==> src/rtl/seg_display_arbiter_pkg.sv <==
// Shared types and constants for the seven-segment display arbiter.
package seg_disp_pkg;

  // One 4-digit hex word as shown on the display.
  typedef logic [15:0] disp_word_t;

  // Arbiter FSM states.
  typedef enum logic {
    IDLE = 1'b0,
    HOLD = 1'b1
  } arb_state_t;

  // Number of requesters sharing the display.
  localparam int NUM_REQ = 2;

endpackage

==> src/rtl/seg_display_arbiter_if.sv <==
// Request/ack handshake and display outputs of the arbiter.
// The arbiter is the slave; the requesters and the scan driver are the master side.
interface seg_display_arbiter_if;
  import seg_disp_pkg::*;

  logic [NUM_REQ-1:0] req;
  disp_word_t         data0;
  disp_word_t         data1;
  logic [NUM_REQ-1:0] ack;
  disp_word_t         disp_val;
  logic               disp_owner;
  logic               disp_active;
  logic               busy;

  modport master (
    output req, data0, data1,
    input  ack, disp_val, disp_owner, disp_active, busy
  );

  modport slave (
    input  req, data0, data1,
    output ack, disp_val, disp_owner, disp_active, busy
  );

endinterface

==> src/rtl/seg_display_arbiter_rr_arb2.sv <==
// Combinational 2-way round-robin pick: on contention the requester that
// was not served last wins; a lone requester always wins.
module rr_arb2 (
  input  logic [1:0] eff,
  input  logic       last,
  output logic       gnt_valid,
  output logic       gnt_idx
);

  // Pick a winner from the effective requests and the last-served index.
  always_comb begin
    gnt_valid = 1'b0;
    gnt_idx   = 1'b0;
    case (eff)
      2'b01: begin
        gnt_valid = 1'b1;
        gnt_idx   = 1'b0;
      end
      2'b10: begin
        gnt_valid = 1'b1;
        gnt_idx   = 1'b1;
      end
      2'b11: begin
        gnt_valid = 1'b1;
        gnt_idx   = ~last;
      end
      default: begin
        gnt_valid = 1'b0;
        gnt_idx   = 1'b0;
      end
    endcase
  end

endmodule

==> src/rtl/seg_display_arbiter.sv <==
// Shares one 4-digit seven-segment display between two requesters.
// A granted word is latched with a one-cycle ack and held for at least
// HOLD_CYCLES cycles before the next round-robin decision.
module seg_display_arbiter
  import seg_disp_pkg::*;
#(
  parameter  int HOLD_CYCLES = 1048576,
  localparam int CNT_W       = $clog2(HOLD_CYCLES) + 1
) (
  input  logic                  clk,
  input  logic                  clr,
  seg_display_arbiter_if.slave  bus
);

  localparam logic [CNT_W-1:0] CNT_LOAD = CNT_W'(HOLD_CYCLES - 1);
  localparam logic [CNT_W-1:0] CNT_ONE  = CNT_W'(1);

  arb_state_t         state;
  logic [CNT_W-1:0]   cnt;
  logic [NUM_REQ-1:0] ack_q;
  disp_word_t         val_q;
  logic               owner_q;
  logic               active_q;
  logic               busy_q;
  logic               last_q;

  logic [NUM_REQ-1:0] eff;
  logic               gnt_valid;
  logic               gnt_idx;
  logic               dwell;
  disp_word_t         gnt_word;

  // A requester is masked during its own ack cycle so a lingering req is
  // never granted twice for one word.
  assign eff      = bus.req & ~ack_q;
  assign dwell    = (state == HOLD) && (cnt != '0);
  assign gnt_word = gnt_idx ? bus.data1 : bus.data0;

  rr_arb2 u_rr_arb2 (
    .eff       (eff),
    .last      (last_q),
    .gnt_valid (gnt_valid),
    .gnt_idx   (gnt_idx)
  );

  // FSM, dwell counter and all registered outputs; clr beats any grant.
  always_ff @(posedge clk) begin
    if (clr) begin
      state    <= IDLE;
      cnt      <= '0;
      ack_q    <= '0;
      val_q    <= '0;
      owner_q  <= 1'b0;
      active_q <= 1'b0;
      busy_q   <= 1'b0;
      last_q   <= 1'b1;
    end else begin
      ack_q <= '0;
      if (dwell) begin
        cnt    <= cnt - CNT_ONE;
        busy_q <= (cnt != CNT_ONE);
      end else if (gnt_valid) begin
        state          <= HOLD;
        cnt            <= CNT_LOAD;
        busy_q         <= (CNT_LOAD != '0);
        val_q          <= gnt_word;
        owner_q        <= gnt_idx;
        active_q       <= 1'b1;
        last_q         <= gnt_idx;
        ack_q[gnt_idx] <= 1'b1;
      end else begin
        state  <= IDLE;
        busy_q <= 1'b0;
      end
    end
  end

  assign bus.ack         = ack_q;
  assign bus.disp_val    = val_q;
  assign bus.disp_owner  = owner_q;
  assign bus.disp_active = active_q;
  assign bus.busy        = busy_q;

endmodule

==> src/flat_wrapper.sv <==
// flat-port wrapper written by rule: the top's interface ports become plain ports
module seg_display_arbiter_flat import seg_disp_pkg::*;
#(
  parameter  int HOLD_CYCLES = 1048576,
  localparam int CNT_W       = $clog2(HOLD_CYCLES) + 1
)
  (clk, clr, bus_req, bus_data0, bus_data1, bus_ack, bus_disp_val, bus_disp_owner, bus_disp_active, bus_busy);
  seg_display_arbiter_if bus_i ();
  input  logic clk;
  input  logic clr;
  input wire logic [$bits(bus_i.req)-1:0] bus_req;
  input wire logic [$bits(bus_i.data0)-1:0] bus_data0;
  input wire logic [$bits(bus_i.data1)-1:0] bus_data1;
  output wire logic [$bits(bus_i.ack)-1:0] bus_ack;
  output wire logic [$bits(bus_i.disp_val)-1:0] bus_disp_val;
  output wire logic [$bits(bus_i.disp_owner)-1:0] bus_disp_owner;
  output wire logic [$bits(bus_i.disp_active)-1:0] bus_disp_active;
  output wire logic [$bits(bus_i.busy)-1:0] bus_busy;
  assign bus_i.req = bus_req;
  assign bus_i.data0 = bus_data0;
  assign bus_i.data1 = bus_data1;
  assign bus_ack = bus_i.ack;
  assign bus_disp_val = bus_i.disp_val;
  assign bus_disp_owner = bus_i.disp_owner;
  assign bus_disp_active = bus_i.disp_active;
  assign bus_busy = bus_i.busy;
  seg_display_arbiter #(.HOLD_CYCLES(HOLD_CYCLES)) u_core (.clk(clk), .clr(clr), .bus(bus_i));
endmodule
==> config.mk <==
export PLATFORM = sky130hd
export DESIGN_NAME = seg_display_arbiter_flat
export DESIGN_NICKNAME = d
export VERILOG_FILES = /design/src/rtl/seg_display_arbiter_pkg.sv /design/src/rtl/seg_display_arbiter_if.sv /design/src/rtl/seg_display_arbiter_rr_arb2.sv /design/src/rtl/seg_display_arbiter.sv /design/src/flat_wrapper.sv
export SDC_FILE = /design/constraint.sdc
export NUM_CORES = 1
export LEC_CHECK = 0
export CAP_MARGIN = 20
export CORE_MARGIN = 5
export CORE_UTILIZATION = 35
export CTS_BUF_LIST = sky130_fd_sc_hd__clkbuf_2
export DETAILED_ROUTE_END_ITERATION = 8
export GPL_TIMING_DRIVEN = 0
export HOLD_SLACK_MARGIN = 0.08
export PLACE_DENSITY = 0.58
export SLEW_MARGIN = 30
export SYNTH_ARGS = -nofsm -noshare
export SYNTH_HDL_FRONTEND = slang
export SYNTH_SLANG_ARGS = --single-unit
==> constraint.sdc <==
create_clock -name clk -period 2.8 [get_ports clk]
set_input_delay 0.42 -clock clk [delete_from_list [all_inputs] [get_ports clk]]
set_output_delay 0.42 -clock clk [all_outputs]
set_load 0.01 [all_outputs]
After elaboration in Yosys (flattened, before gate mapping) --
Cells that the tools add are included.
Cells by class: add/sub/neg operators 1, magnitude comparators 2, equal/unequal tests 4, muxes and demuxes 9, bitwise gates (word level) 5, reductions and logical operators 7
Operators by type and width (number):
- $mux 21 | 2
- $ne 21x1->1 const B | 1
- $reduce_bool 21->1 | 1
- $sub 21x1->21 const B | 1
- $mux 16 | 1
- $reduce_or 3->1 | 2
- $eq 2x2->1 const B | 2
- $mux 1 | 4
- $not 1->1 | 3
- $and 2x2->2 | 1
- $eq 2x1->1 const B | 1
- $logic_and 1x1->1 | 2
- $lt 1x2->1 const B | 1
- $not 2->2 | 1
- $pmux 1 s2 | 1
- $reduce_and 2->1 | 1
- $reduce_bool 2->1 | 1
- $demux 1 s1 | 1
- $ge 1x1->1 const B | 1
Word-level totals: bits in registers 44, bits of input ports 36, output and inout bits 21, word-level logic and storage cells 36

Logic depth before layout (Yosys ltp) --
Gate-level depths: netlist of the first run.
word-level depth 8, gate-level depth with buffers 8, mapped depth without buffers 7

Modules after synthesis --
Synthesis of the first run repeated with hierarchy kept, for this count alone.
Unflattened totals: cell total of the unflattened synthesis 236, area, all modules 2142.1 um^2
Modules (own cells, without submodules):
- seg_display_arbiter | instances 1, cells each 234, area an instance 2128.3 um^2, seq. area each 880.8 um^2
- rr_arb2 | instances 1, cells each 2, area an instance 13.8 um^2, seq. area each 0.0 um^2

Least setup slack after synthesis of the first run --
OpenSTA, ideal clock, no wires.
path kind register -> register, from register u_core.cnt[0], to register u_core.cnt[7], setup time 115 ps, data arrival time 1807 ps, data required time 2685 ps, setup slack 878 ps, cell stages (with the launch flop) 8, buffers on the path 0, period minus slack after synthesis 1922 ps, cell sequence dfxtp_1 inv_1 ha_1 nor3b_1 and4_1 a21boi_2 mux2_2 o21a_1
On the way: word-level cells in the longest chain between the ends 3, elaborated cells between the ends (all ways) 5, those cells by class add/sub: 1; mux: 1; reduce/logical: 3
Ends and longest elaborated chain:
- start: declaration | RTL line seg_display_arbiter.sv:19 | logic [CNT_W-1:0] cnt;
- start signal: assignment | RTL line seg_display_arbiter.sv:60 | cnt <= cnt - CNT_ONE;
- branches (longest 3 deep; another with $sub 21x1->21)
Parallel ways; which one is timed is not known. A chain may end at the register's enable or synchronous reset.

Worst setup path in the final report of the first run --
from register u_core.cnt[0], to register u_core.cnt[12]
Same word-level chain as after synthesis.

==> key figures, run 1 <==
Synthesis
  – Mapped cell area: 2092 um2
  – Synth area leader: dfxtp_1
  – Area share of the largest cell type after synthesis: a little over two fifths
  – Yosys reg bits: between 40 and 50
  – Synth warn: 0
  – Seq/Total Area, Yosys: a little over two fifths
  – Synth top area cells: dfxtp_1 42%, a311oi_1 11%, nand2_1 6.5%
  – Main synth FF type: dfxtp_1
  – EDFF count, synth: 0
  – Post-synth cell types: 44
  – Syn avg cell area: 8.645 um2
  – Post-synth ARST share: 0%
  – Net Count, Synth: between 200 and 300
  – Syn Inst Count: 242

Timing
  – Final setup fails: 0
  – Slew Limit Fails: 0
  – Worst slew margin: 53.50%
  – FMAX: 0.4273 GHz
  – Slew @ Worst Pin: 693.4 ps
  – Clk_skew: between 20 and 25 ps
  – Final Critical Period: between 2000 and 2500 ps
  – Crit share post-route: 83.58%
  – Setup TNS: 0 ps
  – Worst hold slack: 502.9 ps
  – Hold Violations, Final: 0
  – RSZ-0062 raised after global routing: no

Floorplan
  – Die Area: roughly 7600 um2
  – Die Width: roughly 87 um
  – I/O Pins: 57
  – Num rows: 28
  – Core ar.: 5851 um2
  – Initial core utilization: a little over a third
  – Chip height: 87.31 um

Pwr
  – Power Total: about 1.4 mW
  – Max VDD drop: 0.0002768 V
  – Power Dens Cells: 502.6 nW/um2
  – Leakage: 1.015 nW

Worst setup path
  – Critical Path RT: about 3100 ps
  – WS Path Type: flop to flop
  – Worst Setup End Kind: flop
  – Crit path max fanout: 6
  – CP Launch Type: flop
  – Worst Path Arrival: 2660 ps

Min path
  – Type of the worst min-delay path: primary input to flop

Clock network
  – TritonCTS Sinks: 44
  – Post CTS Setup Buffer Count: 0
  – Clock Tree Buf Depth: 2
  – Hold_buf cts: 0
  – H-tree levels: 2
  – Clock latency on the worst-skew pair: about 400 ps
  – CTS resizes: 0
  – Root Driver: clkbuf_2
  – Clock-pin slew on the worst setup and hold paths: around 240 ps
  – CTS tree: done
  – Clock buffer count from CTS: 5

GRT
  – Vias in the first global route: 2008
  – Largest net degree at the start of global routing: 14
  – Met2 global-route usage: 24.73%
  – Antenna violations before repair: 0
  – GRT overflow: 0
  – Met1 Use GR: 21.81%
  – First-pass GRT wire length: 9549 um
  – GRT Util Overall: 15.66%
  – Gr busiest metal: met2
  – Met3 usage: 2.649%

Route
  – Vias per std cell: 5.295
  – Drt total wl: 5771 um
  – Via count: ~2k
  – Drc violations: 0
  – ANT nets after route: 0
  – WL/cell: 15.19 um
  – 1st-pass router iterations: 4
  – Initial DRC Count: 86

Placement
  – Port Buf Inserts: 55
  – Detailed placement HPWL: 4332 um
  – Placer Congestion: 0.8186
  – DP Cell Count: 372

Final layout
  – Share of layout cells above drive strength 1: 6.885%
  – Nets@finish: 343
  – Diodes inserted: 0
  – Final Util: 47.43%
  – Area growth, synth to finish: 32.66%
  – Seq. cell area: 880.8 um2
  – Area of the multi-input gates: around 1100 um2
  – Fillers: between 500 and 600
  – Final non-filler cell total: 380

Run status
  – Status: finished, final reports clean

Run
  – Max_cap viols: 0
==> final timing paths <==
check                               from  slack, ps  cells past startpoint                endpoint
setup / recovery           u_core.cnt[0]        460                      7          u_core.cnt[12]
hold / removal                       clr        500                      2          u_core.cnt[20]
setup reg to reg           u_core.cnt[0]        460                      7          u_core.cnt[12]
hold reg to reg   u_core.bus.disp_active        510                      2  u_core.bus.disp_active
==> where the power goes <==
group | switching (mW) | internal, mW | total, mW
combinational | 0.186 | 0.195 | 0.381
sequential | 0.0580 | 0.691 | 0.749
clock | 0.209 | 0.0562 | 0.265
total | 0.453 | 0.942 | 1.39
==> flip-flops by register name, indices dropped and copies added, names as in the netlist <==
name                    count
u_core.last_q               1
u_core.bus.disp_owner       1
u_core.state                1
u_core.bus.busy             1
u_core.bus.disp_val        16
u_core.cnt                 21
u_core.bus.ack              2
u_core.bus.disp_active      1
==> cell families after synthesis <==
family | synth area share, %
AO/OA/AOI/OAI | 23.98
flip-flops | 42.11
AND/OR/NAND/NOR | 26.50
multiplexers | 1.017
buffers and inverters | 4.605
adder cells (fa/ha/maj) | 1.794
==> stage by stage <==
| stage | setup slack, ps | instance area (um2) |
|---|---|---|
| floorplan | 878.0 | 2092 |
| global placement | 303.9 | 2736 |
| detailed placement | 298.5 | 2736 |
| CTS | 433.3 | 2775 |
| global route | 115.4 | 2775 |
| finish | 459.7 | 2775 |
==> worst max-delay path: stages (launching register included) <==
cell and delay [ps]:
dfxtp_1 410, inv_1 100, ha_1 210, nor3b_1 350, nand2_1 150, a211oi_1 630, a211oi_1 170, a311oi_1 250
==> cell usage after synthesis (2+ instances only) <==
cell type,count
a311oi_1,27
buf_4,2
or4_1,2
nor4_1,7
buf_2,2
nor3b_1,2
clkbuf_1,7
nand2_1,36
dfxtp_1,44
o21a_1,2
ha_1,3
buf_6,2
nor2_1,31
nand2b_1,3
inv_1,5
a21oi_1,4
a31oi_1,2
nor3_1,17
a211oi_1,15
and3_1,5
==> cell type report <==
| class | count | share of cell area, % |
|---|---|---|
| clock inverter | 3 | 0.4959 |
| timing repair buffer | 55 | 19.84 |
| tap | 75 | 3.381 |
| multi-input combinational | 179 | 40.17 |
| buffer | 14 | 2.795 |
| sequential | 44 | 31.74 |
| inverter | 5 | 0.6763 |
| clock buffer | 5 | 0.9017 |
==> cells in the final DEF, fill, tap and decap left out, types with 2 or more instances in the layout <==
master           count
nor3_1              17
ha_1                 3
or4_1                2
buf_4                2
a31oi_1              2
nand2_1             36
and3_1               5
nor3b_1              2
clkinv_2             2
a311oi_1            27
a211oi_1            15
nor2_1              31
a21oi_1              4
clkbuf_2             5
nand2b_1             3
dfxtp_1             44
clkbuf_1             7
buf_2                2
buf_6                2
inv_1                5
nor4_1               7
clkdlybuf4s50_1     55
o21a_1               2
==> routing by layer <==
layer	vias up	wire, um
met5	-	0
met3	6	186
met2	31	2762
met4	0	53
li1	1038	-
met1	937	2769
Power figures use the tool's default switching activity.
==> inputs of run 2 (changes only) <==
Settings changed: PLACE_DENSITY 0.58 to 0.61.
Clock period 2.8 ns to 2.1 ns, I/O delays scaled along.
==> run 2 against run 1 <==
- global-route usage down 0.26 points
- die area unchanged
- register-to-register slack worse by 410 ps
- worst hold slack worse by 88 ps
- routed wire length up 2.3%
- cell area up 4.7%
- fmax up 14%
- critical path depth down 1
- combinational power up 43%
==> key figures, run 2 (synthesis results as in run 1) <==
Floorplan
  – Core ar.: 5851 um2 (unchanged)
  – Num rows: 28 (unchanged)
  – Initial core utilization: 35.76% (unchanged)
  – I/O Pins: 57 (unchanged)
  – Die Width: 87.31 um (unchanged)
  – Die Area: 7623 um2 (unchanged)
  – Chip height: 87.31 um (unchanged)

Timing
  – Worst slew margin: 62.76% (+9.3 points)
  – Slew @ Worst Pin: 558.5 ps (-134.8 ps)
  – Final setup fails: 0 (unchanged)
  – Crit share post-route: 97.58% (+14 points)
  – FMAX: 0.4880 GHz (+14%)
  – Final Critical Period: 2049 ps (-291.2 ps)
  – Slew Limit Fails: 0 (unchanged)
  – Hold Violations, Final: 0 (unchanged)
  – Clk_skew: 8.531 ps (-14.40 ps)

Route
  – 1st-pass router iterations: 4 (unchanged)
  – WL/cell: 15.34 um (+1.0%)
  – Via count: 2059 (+2.3%)
  – Initial DRC Count: 103 (+20%)
  – Vias per std cell: 5.348 (+1.0%)
  – Drc violations: 0 (unchanged)
  – ANT nets after route: 0 (unchanged)
  – Drt total wl: 5906 um (+2.3%)

Final layout
  – Largest register FFs: 21 (unchanged)
  – Diodes inserted: 0 (unchanged)
  – Area growth, synth to finish: 38.88%
  – Commonest non-fill, non-tap cell in the layout: clkdlybuf4s50_1
  – Final non-filler cell total: 385 (+1.3%)
  – Cell area after layout: 2905 um2 (+4.7%)
  – Nets@finish: 349 (+1.7%)
  – Fillers: 595 (+1.0%)
  – Most frequent cells in the layout: 55 x clkdlybuf4s50_1, 38 x dfxtp_1, 36 x nand2_1, 31 x nor2_1, 27 x a311oi_1
  – Largest Register: u_core.cnt
  – Share of layout cells above drive strength 1: 14.84% (+8.0 points)

Placement
  – DP Cell Count: 372 (unchanged)
  – Port Buf Inserts: 55 (unchanged)
  – Placer Congestion: 0.8087 (-1.2%)
  – Detailed placement HPWL: 4308 um (-0.54%)
  – Post-Place Cell Area: 2736 um2 (unchanged)

Pwr
  – P_int: 1.281 mW (+36%)
  – Net Sw Frac: 32.73% (+0.26 points)
  – Power Dens Cells: 655.5 nW/um2 (+30%)
  – P_sw: 0.6234 mW (+38%)
  – Max VDD drop: 0.0002589 V (-6.5%)
  – Sequential power share: 52.9% (-0.8 points)
  – Logic pwr share: 28.6% (+1.3 points)
  – Leakage: 1.060 nW (+4.5%)
  – Clock Power Share: 18.5% (-0.5 points)

Clock network
  – Clock latency on the worst-skew pair: 400 ps (about the same)
  – CTS tree: done
  – TritonCTS Sinks: 44 (unchanged)
  – Hold_buf cts: 0 (unchanged)
  – Clock-pin slew on the worst setup and hold paths: 220 ps (-20 ps)
  – Clock buffer count from CTS: 5 (unchanged)
  – Clock Tree Buf Depth: 2 (unchanged)
  – H-tree levels: 2 (unchanged)
  – Root Driver: clkbuf_2

GRT
  – First-pass GRT wire length: 9315 um (-2.5%)
  – GRT Util Overall: 15.39% (-0.26 points)
  – Antenna violations before repair: 0 (unchanged)
  – Vias in the first global route: 1818 (-9.5%)
  – GRT overflow: 0 (unchanged)
  – Largest net degree at the start of global routing: 14 (unchanged)

Worst setup path
  – Worst Path Arrival: 2380 ps (-280 ps)
  – Critical Path RT: 2430 ps (-690 ps)
  – WS Path Type: flop to flop
  – Reg2Reg Setup Slack: 50 ps (-410 ps)
  – Crit path max fanout: 8 (+2)
  – Worst Setup End Kind: flop
  – CP Launch Type: flop

Run status
  – Status: finished, final reports clean

Min path
  – Type of the worst min-delay path: primary input to flop

Run
  – Max_cap viols: 0 (unchanged)
-- run 2: cell types whose count changed in the layout (fill, tap and decap cells not counted), sizes merged --
cell / delta
buf: +6
clkinv: -2
clkinvlp: +1
-- run 2: power by group through the flow --
stage	Combinational, mW	Sequential, mW	Clock [mW]
global placement	0.507	1.01	0
floorplan	0.281	1.02	0
finish	0.545	1.01	0.352
detailed placement	0.514	1.01	0
CTS	0.526	1.00	0.370
global route	0.599	1.02	0.399
-- run 2: worst paths after layout --
check | from | endpoint | depth (start not counted)
max | u_core.cnt[4] | u_core.cnt[9] | 6
min reg2reg | u_core.bus.disp_active | u_core.bus.disp_active | 2
min | clr | u_core.cnt[20] | 2
max reg2reg | u_core.cnt[4] | u_core.cnt[9] | 6
-- run 2: routing by layer --
| layer | vias to the layer above | track usage (%) | part of all wire, % | wire (um) |
|---|---|---|---|---|
| met1 | 976 | 21.37 | 46 | 2743 |
| met3 | 5 | 3.217 | 2.8 | 164 |
| li1 | 1050 | - | - | - |
| met5 | - | 0 | 0 | 0 |
| met2 | 28 | 24.32 | 50 | 2936 |
| met4 | 0 | 3.766 | 1.0 | 61 |
-- run 2: repair_timing --
action	in CTS	in global routing
resized for setup	9	19
setup buffers	1	5
pin swaps	2	7
endpoints found under the setup margin	31	39
-- run 2: final cells by class --
type                            count  area [um2]  area share, %
Inverter                            5       18.77         0.6460
Sequential cell                    44       895.9          30.84
Clock buffer                        5       25.02         0.8613
Tap cell                           75       93.84          3.230
Clock inverter                      2       12.51         0.4307
Timing Repair Buffer               61       595.6          20.50
Multi-Input combinational cell    179        1182          40.70
Buffer                             14       81.33          2.799
-- run 2: stage by stage --
step	setup TNS (ps)	total power, mW	utilization [%]	setup WS [ps]	hold WS, ps
after floorplan	0	1.300	-	178.0	449.7
after global placement	-3810	1.520	46.77	-286.1	462.6
after detailed placement	-4540	1.528	46.77	-300.4	459.1
after CTS	-0.1452	1.898	48.14	-0.1452	383.9
after global routing	-37.39	2.023	49.66	-31.04	393.2
final	0	1.904	49.66	50.89	414.8
-- run 2: worst max-delay path, cell delays in order (launching register included) --
cell and delay (ps):
dfxtp_4 420, or4_4 530, or2_4 270, a211oi_4 370
buf_4 170, nor3_1 30, a211oi_1 190
